==> src/rtl/matrix_exec_unit_if.sv <==
// Op/response handshake between the decode/hazard side and matrix_exec_unit.
interface matrix_exec_unit_if #(
    parameter int unsigned DATA_W = 32
);
    logic              op_valid;
    logic              op_ready;
    logic [3:0]        op_code;
    logic [DATA_W-1:0] op_a;
    logic [DATA_W-1:0] op_b;
    logic              flush;
    logic              busy;
    logic              result_valid;
    logic [DATA_W-1:0] result_data;
    logic              op_err;

    modport master (
        output op_valid, op_code, op_a, op_b, flush,
        input  op_ready, busy, result_valid, result_data, op_err
    );

    modport slave (
        input  op_valid, op_code, op_a, op_b, flush,
        output op_ready, busy, result_valid, result_data, op_err
    );
endinterface

==> src/rtl/matrix_exec_unit.sv <==
// Execute-stage matrix unit: loads A/B, runs C=A*B (and optional 2x2 inverse), returns one scalar per op.
// Define MATRIX_INV_EN to build the MATINV datapath; otherwise MATINV reports op_err.
module matrix_exec_unit #(
    parameter int unsigned DATA_W = 32,
    parameter int unsigned N      = 2
) (
    input logic               clk,
    input logic               rst_n,
    matrix_exec_unit_if.slave bus
);
    localparam int unsigned NN    = N * N;
    localparam int unsigned IDX_W = $clog2(NN);
    localparam int unsigned CNT_W = $clog2(N);

    localparam logic [3:0] OP_LMA = 4'b1000;
    localparam logic [3:0] OP_LMB = 4'b1001;
    localparam logic [3:0] OP_MUL = 4'b1011;
`ifdef MATRIX_INV_EN
    localparam logic [3:0] OP_INV = 4'b1010;
    localparam logic [IDX_W-1:0] IDX_A = IDX_W'(0);
    localparam logic [IDX_W-1:0] IDX_B = IDX_W'(1);
    localparam logic [IDX_W-1:0] IDX_C = IDX_W'(2);
    localparam logic [IDX_W-1:0] IDX_D = IDX_W'(3);
`endif

    localparam logic [CNT_W-1:0] CNT_LAST = CNT_W'(N - 1);

    typedef enum logic [1:0] {
        ST_IDLE = 2'd0,
        ST_MUL  = 2'd1,
        ST_RESP = 2'd2
`ifdef MATRIX_INV_EN
        , ST_INV = 2'd3
`endif
    } state_t;

    state_t            state;
    logic [DATA_W-1:0] mat_a [NN];
    logic [DATA_W-1:0] mat_b [NN];
    logic [DATA_W-1:0] mat_c [NN];
    logic [CNT_W-1:0]  i_cnt;
    logic [CNT_W-1:0]  j_cnt;
    logic [CNT_W-1:0]  k_cnt;
    logic [IDX_W-1:0]  idx_q;
    logic [DATA_W-1:0] acc;
    logic              result_valid_q;
    logic              op_err_q;
    logic [DATA_W-1:0] result_data_q;
`ifdef MATRIX_INV_EN
    logic [DATA_W-1:0] inv_p;
    logic [DATA_W-1:0] inv_q;
    logic              inv_phase;
`endif

    // MAC datapath: k is the reduction index, C[i][j] is written when k wraps
    logic [IDX_W-1:0]  idx_in_c;
    logic [IDX_W-1:0]  a_idx_c;
    logic [IDX_W-1:0]  b_idx_c;
    logic [IDX_W-1:0]  c_idx_c;
    logic [DATA_W-1:0] prod_c;
    logic [DATA_W-1:0] mac_c;
    logic              mul_last_c;
    logic              unused_b;

    assign idx_in_c   = bus.op_b[IDX_W-1:0];
    assign a_idx_c    = {i_cnt, k_cnt};
    assign b_idx_c    = {k_cnt, j_cnt};
    assign c_idx_c    = {i_cnt, j_cnt};
    assign prod_c     = mat_a[a_idx_c] * mat_b[b_idx_c];
    assign mac_c      = (k_cnt == '0) ? prod_c : acc + prod_c;
    assign mul_last_c = (i_cnt == CNT_LAST) && (j_cnt == CNT_LAST) && (k_cnt == CNT_LAST);
    assign unused_b   = ^bus.op_b[DATA_W-1:IDX_W];

    always_ff @(posedge clk) begin
        if (!rst_n) begin
            state          <= ST_IDLE;
            i_cnt          <= '0;
            j_cnt          <= '0;
            k_cnt          <= '0;
            idx_q          <= '0;
            acc            <= '0;
            result_valid_q <= 1'b0;
            op_err_q       <= 1'b0;
            result_data_q  <= '0;
            for (int e = 0; e < NN; e++) begin
                mat_a[e] <= '0;
                mat_b[e] <= '0;
                mat_c[e] <= '0;
            end
`ifdef MATRIX_INV_EN
            inv_p     <= '0;
            inv_q     <= '0;
            inv_phase <= 1'b0;
`endif
        end else begin
            result_valid_q <= 1'b0;
            op_err_q       <= 1'b0;
            if (bus.flush) begin
                state <= ST_IDLE;
            end else begin
                case (state)
                    ST_IDLE: begin
                        if (bus.op_valid) begin
                            idx_q <= idx_in_c;
                            i_cnt <= '0;
                            j_cnt <= '0;
                            k_cnt <= '0;
                            case (bus.op_code)
                                OP_LMA: begin
                                    mat_a[idx_in_c] <= bus.op_a;
                                    result_data_q   <= bus.op_a;
                                    result_valid_q  <= 1'b1;
                                    state           <= ST_RESP;
                                end
                                OP_LMB: begin
                                    mat_b[idx_in_c] <= bus.op_a;
                                    result_data_q   <= bus.op_a;
                                    result_valid_q  <= 1'b1;
                                    state           <= ST_RESP;
                                end
                                OP_MUL: begin
                                    state <= ST_MUL;
                                end
`ifdef MATRIX_INV_EN
                                OP_INV: begin
                                    if (N == 2) begin
                                        inv_phase <= 1'b0;
                                        state     <= ST_INV;
                                    end else begin
                                        result_data_q  <= '0;
                                        result_valid_q <= 1'b1;
                                        op_err_q       <= 1'b1;
                                        state          <= ST_RESP;
                                    end
                                end
`endif
                                default: begin
                                    result_data_q  <= '0;
                                    result_valid_q <= 1'b1;
                                    op_err_q       <= 1'b1;
                                    state          <= ST_RESP;
                                end
                            endcase
                        end
                    end
                    ST_MUL: begin
                        acc <= mac_c;
                        if (k_cnt == CNT_LAST) begin
                            mat_c[c_idx_c] <= mac_c;
                        end
                        if (mul_last_c) begin
                            // the requested element may be the one being written this edge
                            result_data_q  <= (idx_q == c_idx_c) ? mac_c : mat_c[idx_q];
                            result_valid_q <= 1'b1;
                            state          <= ST_RESP;
                        end else if (k_cnt == CNT_LAST) begin
                            k_cnt <= '0;
                            if (j_cnt == CNT_LAST) begin
                                j_cnt <= '0;
                                i_cnt <= i_cnt + CNT_W'(1);
                            end else begin
                                j_cnt <= j_cnt + CNT_W'(1);
                            end
                        end else begin
                            k_cnt <= k_cnt + CNT_W'(1);
                        end
                    end
`ifdef MATRIX_INV_EN
                    ST_INV: begin
                        if (!inv_phase) begin
                            inv_p     <= mat_a[IDX_A] * mat_a[IDX_D];
                            inv_q     <= mat_a[IDX_B] * mat_a[IDX_C];
                            inv_phase <= 1'b1;
                        end else begin
                            // adjugate into C; the scalar returned is the determinant
                            mat_c[IDX_A]   <= mat_a[IDX_D];
                            mat_c[IDX_B]   <= -mat_a[IDX_B];
                            mat_c[IDX_C]   <= -mat_a[IDX_C];
                            mat_c[IDX_D]   <= mat_a[IDX_A];
                            result_data_q  <= inv_p - inv_q;
                            result_valid_q <= 1'b1;
                            state          <= ST_RESP;
                        end
                    end
`endif
                    ST_RESP: begin
                        state <= ST_IDLE;
                    end
                    default: begin
                        state <= ST_IDLE;
                    end
                endcase
            end
        end
    end

    assign bus.op_ready     = (state == ST_IDLE);
    assign bus.busy         = (state != ST_IDLE);
    assign bus.result_valid = result_valid_q;
    assign bus.result_data  = result_data_q;
    assign bus.op_err       = op_err_q;

endmodule
==> src/flat_wrapper.sv <==
// flat-port wrapper written by rule: the top's interface ports become plain ports
module matrix_exec_unit_flat 
#(
    parameter int unsigned DATA_W = 32,
    parameter int unsigned N      = 2
)
  (clk, rst_n, bus_op_valid, bus_op_code, bus_op_a, bus_op_b, bus_flush, bus_op_ready, bus_busy, bus_result_valid, bus_result_data, bus_op_err);
  matrix_exec_unit_if #(.DATA_W(DATA_W)) bus_i ();
  input logic clk;
  input logic rst_n;
  input wire logic [$bits(bus_i.op_valid)-1:0] bus_op_valid;
  input wire logic [$bits(bus_i.op_code)-1:0] bus_op_code;
  input wire logic [$bits(bus_i.op_a)-1:0] bus_op_a;
  input wire logic [$bits(bus_i.op_b)-1:0] bus_op_b;
  input wire logic [$bits(bus_i.flush)-1:0] bus_flush;
  output wire logic [$bits(bus_i.op_ready)-1:0] bus_op_ready;
  output wire logic [$bits(bus_i.busy)-1:0] bus_busy;
  output wire logic [$bits(bus_i.result_valid)-1:0] bus_result_valid;
  output wire logic [$bits(bus_i.result_data)-1:0] bus_result_data;
  output wire logic [$bits(bus_i.op_err)-1:0] bus_op_err;
  assign bus_i.op_valid = bus_op_valid;
  assign bus_i.op_code = bus_op_code;
  assign bus_i.op_a = bus_op_a;
  assign bus_i.op_b = bus_op_b;
  assign bus_i.flush = bus_flush;
  assign bus_op_ready = bus_i.op_ready;
  assign bus_busy = bus_i.busy;
  assign bus_result_valid = bus_i.result_valid;
  assign bus_result_data = bus_i.result_data;
  assign bus_op_err = bus_i.op_err;
  matrix_exec_unit #(.DATA_W(DATA_W), .N(N)) u_core (.clk(clk), .rst_n(rst_n), .bus(bus_i));
endmodule
==> config.mk <==
export PLATFORM = sky130hd
export DESIGN_NAME = matrix_exec_unit_flat
export DESIGN_NICKNAME = d
export VERILOG_FILES = /design/src/rtl/matrix_exec_unit_if.sv /design/src/rtl/matrix_exec_unit.sv /design/src/flat_wrapper.sv
export SDC_FILE = /design/constraint.sdc
export NUM_CORES = 2
export LEC_CHECK = 0
export BUFFER_PORTS_ARGS = -buffer_cell sky130_fd_sc_hd__buf_2
export CAP_MARGIN = 20
export CORE_MARGIN = 2
export CORE_UTILIZATION = 30
export CTS_CLUSTER_DIAMETER = 50
export DETAILED_ROUTE_END_ITERATION = 10
export PLACE_DENSITY = 0.51
export REMOVE_ABC_BUFFERS = 1
export SYNTH_ARGS = -nofsm -noshare
export SYNTH_HDL_FRONTEND = slang
export SYNTH_SLANG_ARGS = --single-unit
==> constraint.sdc <==
create_clock -name clk -period 12.9 [get_ports clk]
set_clock_uncertainty 0.2 [all_clocks]
set_input_delay 1.935 -clock clk [delete_from_list [all_inputs] [get_ports clk]]
set_output_delay 1.935 -clock clk [all_outputs]
set_load 0.1 [all_outputs]
Word level (Yosys, flattened, before mapping):

Memories as Yosys holds them, arrays and structs flattened. A register that Yosys moved wholly into a read port is not among the register bits.
Cells that the tools add are included.

* $add $sub $neg: 4
* reductions and logical operators: 19
* multiplexer cells: 56
* bitwise gates (word level): 4
* multiply operators: 1
* equality and inequality tests: 11

Operators with widths (number)
* $mux W32: 7
* $pmux W32 S2: 2
* $reduce_or A32 Y1: 3
* $mux W1: 34
* $add A32 B32 Y32: 1
* $mul A32 B32 Y32: 1
* $mux W2: 8
* $eq A4 B4 Y1 const B: 3
* $reduce_and A5 Y1: 2
* $pmux W1 S2: 4
* $ne A2 B1 Y1 const B: 3
* $ne A2 B2 Y1 const B: 3
* $reduce_and A6 Y1: 1
* $not A1 Y1: 4
* $pmux W2 S2: 1
* $reduce_and A2 Y1: 2
* $reduce_and A4 Y1: 1
* $reduce_bool A2 Y1: 2
* $reduce_or A2 Y1: 2
* $reduce_or A4 Y1: 1
* $add A1 B1 Y1 const B: 3
* $reduce_and A3 Y1: 1
* $reduce_or A3 Y1: 1
* $eq A2 B1 Y1 const B: 1
* 3 further kinds: 4

* memories: 3
* output and inout bits: 36
* logic and storage cells: 107
* RAM bits: 384
* flip-flop bits (word level): 73
* input bits: 72

Memory list
* u_core.mat_a: words 4, width 32, rd ports 1, clocked after Yosys merged registers in 0, wr ports 4, line matrix_exec_unit.sv:38 `logic [DATA_W-1:0] mat_a [NN];`
* u_core.mat_b: words 4, width 32, rd ports 1, clocked after Yosys merged registers in 0, wr ports 4, line matrix_exec_unit.sv:39 `logic [DATA_W-1:0] mat_b [NN];`
* u_core.mat_c: words 4, width 32, rd ports 1, clocked after Yosys merged registers in 1, wr ports 4, line matrix_exec_unit.sv:40 `logic [DATA_W-1:0] mat_c [NN];`

Longest topological paths before layout:

* word-level depth: 9
* gate-level depth with buffers: 46
* depth with buffers taken out: 39

Worst setup path after synthesis:

No wires, ideal clock.

* path type: register to register
* start: reg u_core.i_cnt
* end: reg u_core.result_data_q[29], in the netlist u_core.bus.result_data[29]
* cell stages (with the launch flop): 42
* clock period less this slack: 10.848 ns
* required time: 12.563 ns
* buffers on the path: 6
* path slack: 2.052 ns
* data arrival time: 10.511 ns
* setup time: 0.137 ns
* path through: dfxtp_1 > clkbuf_1 > buf_2 > buf_1 > clkbuf_1 > buf_1 > mux2i_1 > nand2_1 > o21ai_1 > nor2_1 > fa_1 > fa_1 > fa_1 > inv_1 > fa_1 > inv_1 > fa_1 > ha_1 > [6 not listed] > a21oi_1 > nor2_1 > a21o_1 > a21oi_1 > xnor2_1 > ha_1 > clkbuf_1 > and4_1 > nand4_1 > or2_0 > a211oi_1 > o31ai_1 > o21ai_0 > a31oi_1 > xnor2_1 > mux2i_1 > a31o_2 > a31oi_1

* word-level cells in the longest chain between the ends: 7
* elaborated cells on any way between the ends: 12
* those cells by class: add/sub (1); mul (1); eq/ne (2); mux (4); reduce/logical (3); memory (1)

RTL lines
* start, declared: line matrix_exec_unit.sv:41 `logic [CNT_W-1:0] i_cnt;`
* start signal, assigned: line matrix_exec_unit.sv:160 `i_cnt <= i_cnt + CNT_W'(1);`
* $mem_v2 Z4 W32
* $mul A32 B32 Y32: line matrix_exec_unit.sv:69 `assign prod_c = mat_a[a_idx_c] * mat_b[b_idx_c];`
* $add A32 B32 Y32: line matrix_exec_unit.sv:70 `assign mac_c = (k_cnt == '0) ? prod_c : acc + prod_c;`
* $mux W32: line matrix_exec_unit.sv:70
* $mux W32: line matrix_exec_unit.sv:153 `result_data_q <= (idx_q == c_idx_c) ? mac_c : mat_c[idx_q];`
* $mux W32: line matrix_exec_unit.sv:151 `if (mul_last_c) begin`
* $pmux W32 S2: line matrix_exec_unit.sv:101 `case (state)`
* end signal, assigned: line matrix_exec_unit.sv:111 `result_data_q <= bus.op_a;`
* end signal, assigned: line matrix_exec_unit.sv:117 `result_data_q <= bus.op_a;`
* end signal, assigned: line matrix_exec_unit.sv:153
* end, declared: line matrix_exec_unit.sv:48 `logic [DATA_W-1:0] result_data_q;`

Several ways; a longest one is shown, not always the timed one. The select of a mux whose other input is x is not followed.
A chain may end at the register's enable or synchronous reset.

Worst setup path after layout:

* start: reg u_core.k_cnt
* end: reg u_core.result_data_q[29], in the netlist u_core.bus.result_data[29]

* word-level cells in the longest chain between the ends: 7
* elaborated cells on any way between the ends: 11
* those cells by class: add/sub (1); mul (1); eq/ne (1); mux (4); reduce/logical (2); memory (2)

RTL lines
* start, declared: line matrix_exec_unit.sv:43 `logic [CNT_W-1:0] k_cnt;`
* start signal, assigned: line matrix_exec_unit.sv:165 `k_cnt <= k_cnt + CNT_W'(1);`
* $mem_v2 Z4 W32 (on tied branches)
* $mul A32 B32 Y32: line matrix_exec_unit.sv:69
* $add A32 B32 Y32: line matrix_exec_unit.sv:70
* $mux W32: line matrix_exec_unit.sv:70
* $mux W32: line matrix_exec_unit.sv:153
* $mux W32: line matrix_exec_unit.sv:151
* $pmux W32 S2: line matrix_exec_unit.sv:101

Several ways; a longest one is shown, not always the timed one. The select of a mux whose other input is x is not followed.

==> metrics.cfg <==
[die]
core_um2=124000
rows=129
dieArea_um2=128000
io_pins=108
dieHeight_um=357
initial_core_util_pct=30.3
die_w_um=357

[setup_path]
cp.arrival_ns=11.76
rrSetupSlack_ns=1.36
crit_fanout=40
crit_path_start_kind=register
worstPathRequired_ns=13.12
crit_type=register to register
crit_path_frequent_cell=fa_1
cp_slowest_stage_delay_ns=0.57
reg2regPathDepth=36
endpoint_kind=register
cp-endpoint=u_core.bus.result_data[29]
rr_startpoint=u_core.k_cnt
crit_start=u_core.k_cnt
slowest_stage=fa_1
regToRegEndpoint=u_core.bus.result_data[29]

[min_path]
min_path_type=register to register
hold_depth=2

[place]
gp_congestion=0.870
post-place-ws_ns=1.38
place_hpwl_mm=82.8
io_buffer_count=77

[cts]
root_buffer=clkbuf_16
clk_pin_slew_ns=0.06
postCtsSetupBuffers=0
cts_max_path_buffers=3
cts_tree=built
ctsResizeCount=0
hold_buffers=0
cts_buffers=48
cts_max_level=2
clock_latency_ns=0.58
clkSinkCount=459

[yosys]
ys_async_sr_fraction_pct=0
ys_seq_area_share_pct=34.8
syn_inst=3476
synth.avg_cell_area_um2=10.8
ys.flop_type=edfxtp_1
synth-warning-count=0
ys_ff_latch=459
synth_cell_types=65
synth_edf_count=384
netlist_area_um2=37500

[final_layout]
drive_gt1_share_pct=11.4
nets=4147
seq_area_um2=13000
num-fill-cells=12500
syn_to_final_growth_pct=10.6
multiInputGateArea_um2=22200

[job]
maxCapViolations=0

[routing]
drtPass1Iterations=5
wl_per_cell_um=22.1
vias=25600
wl_mm=115
drt_iter0_drc=1759
final_antenna_net_count=0
vias_per_cell=4.93
post-route-drc-count=0

[timing]
final.setup.worst_slack_ns=1.36
setup_viol=0
final.min_clock_period_ns=11.54
finalCritPeriodShare_pct=89.5
slew_viol_final=0
fmax_mhz=86.6
tightest_slew_ns=1.13
rsz0062_at_grt=no
slew_headroom_pct=24.6
hold_viol=0

[global_route]
antenna_found_initial=2
grt_max_degree=105
grt_pass1_wl_mm=174
overflow=0
grt_pass1_vias=26700
grt_usage_pct=18.1

[outcome]
status=complete, no violations

==> cells in the final DEF, fill, tap and decap left out, drive strengths merged, types with 13 or more instances in the layout <==
master  count
mux2i      55
nor2      406
nor3       13
nand2     364
buf       167
edfxtp    384
and3       42
a21o       30
a31oi      16
nand2b     18
a21oi      73
clkbuf     59
fa        409
mux2       34
inv       421
and2      310
mux4       96
clkinv     19
o21ai      99
nand3      26
xnor2      93
xor2       21
ha        156
dfxtp      75
a211oi     39
==> registers in the layout (all words and copies together), names as in the netlist, named ones only <==
register,flops
u_core.mat_a,128
u_core.mat_b,128
u_core.mat_c,128
u_core.acc,32
u_core.bus.result_data,32
u_core.idx_q,2
u_core.state,2
u_core.bus.op_err,1
u_core.bus.result_valid,1
u_core.i_cnt,1
u_core.j_cnt,1
u_core.k_cnt,1
==> how the worst min path moves through the flow <==
| stage | slack (ns) | startpoint | to |
|---|---|---|---|
| final | 0.30 | u_core.bus.result_data[2] | u_core.bus.result_data[2] |
| after global placement | 0.28 | u_core.acc[13] | u_core.acc[13] |
| after detailed placement | 0.29 | u_core.acc[13] | u_core.acc[13] |
| after CTS | 0.30 | u_core.acc[13] | u_core.acc[13] |
| after global routing | 0.33 | u_core.acc[21] | u_core.acc[21] |
| after floorplan | 0.26 | u_core.acc[2] | u_core.acc[2] |
==> layer usage <==
metal / part of all wire (%) / global-route usage (%)
met5: 0 / 0
met4: 2.4 / 4.34
met3: 4.1 / 1.39
met2: 48 / 30.7
met1: 45 / 25.2
==> final cells by class <==
| cell class | count | share of cell area [%] |
|---|---|---|
| inverters | 416 | 3.77 |
| multi-input cells | 2418 | 53.6 |
| well taps | 1637 | 4.94 |
| diodes | 3 | 0.0181 |
| clock inverters | 29 | 0.516 |
| repair buffers | 167 | 2.62 |
| clock buffers | 59 | 3.05 |
| flip-flops and latches | 459 | 31.5 |
==> through the flow <==
stage / hold WS (ns) / utilization, % / cell area (um^2) / cells / TNS, ns
floorplan: 0.261 / - / 36700 / 3293 / -105.37
global placement: 0.282 / 32.2 / 39900 / 5094 / 0
detailed placement: 0.286 / 32.3 / 40000 / 5097 / 0
CTS: 0.304 / 33.5 / 41400 / 5185 / 0
global route: 0.329 / 33.5 / 41400 / 5186 / 0
finish: 0.298 / 33.5 / 41400 / 5188 / 0
==> cells in the mapped netlist, types with 4 or more instances <==
cell	number	area [um^2]
xnor2_1	90	788
a311oi_1	6	52.6
buf_2	5	25.0
a41oi_1	4	35.0
ha_1	156	1950
o2111ai_1	6	52.6
o21ai_0	79	395
mux2i_1	55	551
fa_1	409	8190
and3_1	42	263
nor3_1	13	65.1
o21ai_1	20	100
a31oi_1	16	100
nand4_1	6	37.5
buf_1	14	52.6
a22oi_1	12	90.1
edfxtp_1	384	11500
o21bai_1	11	82.6
and2_1	309	1930
xor2_1	20	175
nor2_1	406	1520
inv_1	416	1560
mux4_2	96	2160
clkbuf_1	152	571
a21o_1	30	225
nor2b_1	12	75.1
o21a_1	12	90.1
o2111a_1	5	56.3
mux2_2	34	383
or3_1	6	37.5
nand2_1	362	1360
nand3_1	26	130
a211oi_1	39	293
buf_6	8	90.1
a21oi_1	73	365
dfxtp_1	75	1500
o211ai_1	7	52.6
nand2b_1	18	113
==> cell families (layout without fill, tap and decap cells) <==
logic type,Yosys count,after routing,share of synthesized area (%)
and+or+nand+nor,1212,1212,15.0
buffers and inverters,599,671,6.27
adders and majority gates,565,565,27.1
DFF,459,459,34.8
AOI/OAI and AO/OA,341,341,5.82
muxes,185,185,8.26
xor gates and xnor gates,115,115,2.80
other,0,3,0
==> worst max-delay path, delay by kind of cell (launching register included) <==
| family | cells | cell delay [ns] |
|---|---|---|
| mux | 1 | 0.53 |
| xor+xnor | 2 | 0.36 |
| flops | 1 | 0.35 |
| fa+ha+maj | 10 | 4.68 |
| compound gates | 11 | 2.76 |
| buf+inv | 4 | 1.01 |
| simple gates | 8 | 1.44 |
Power is left out: the tool's default activity adds up to more than one toggle a clock period on the data nets, which glitch-free logic cannot reach.
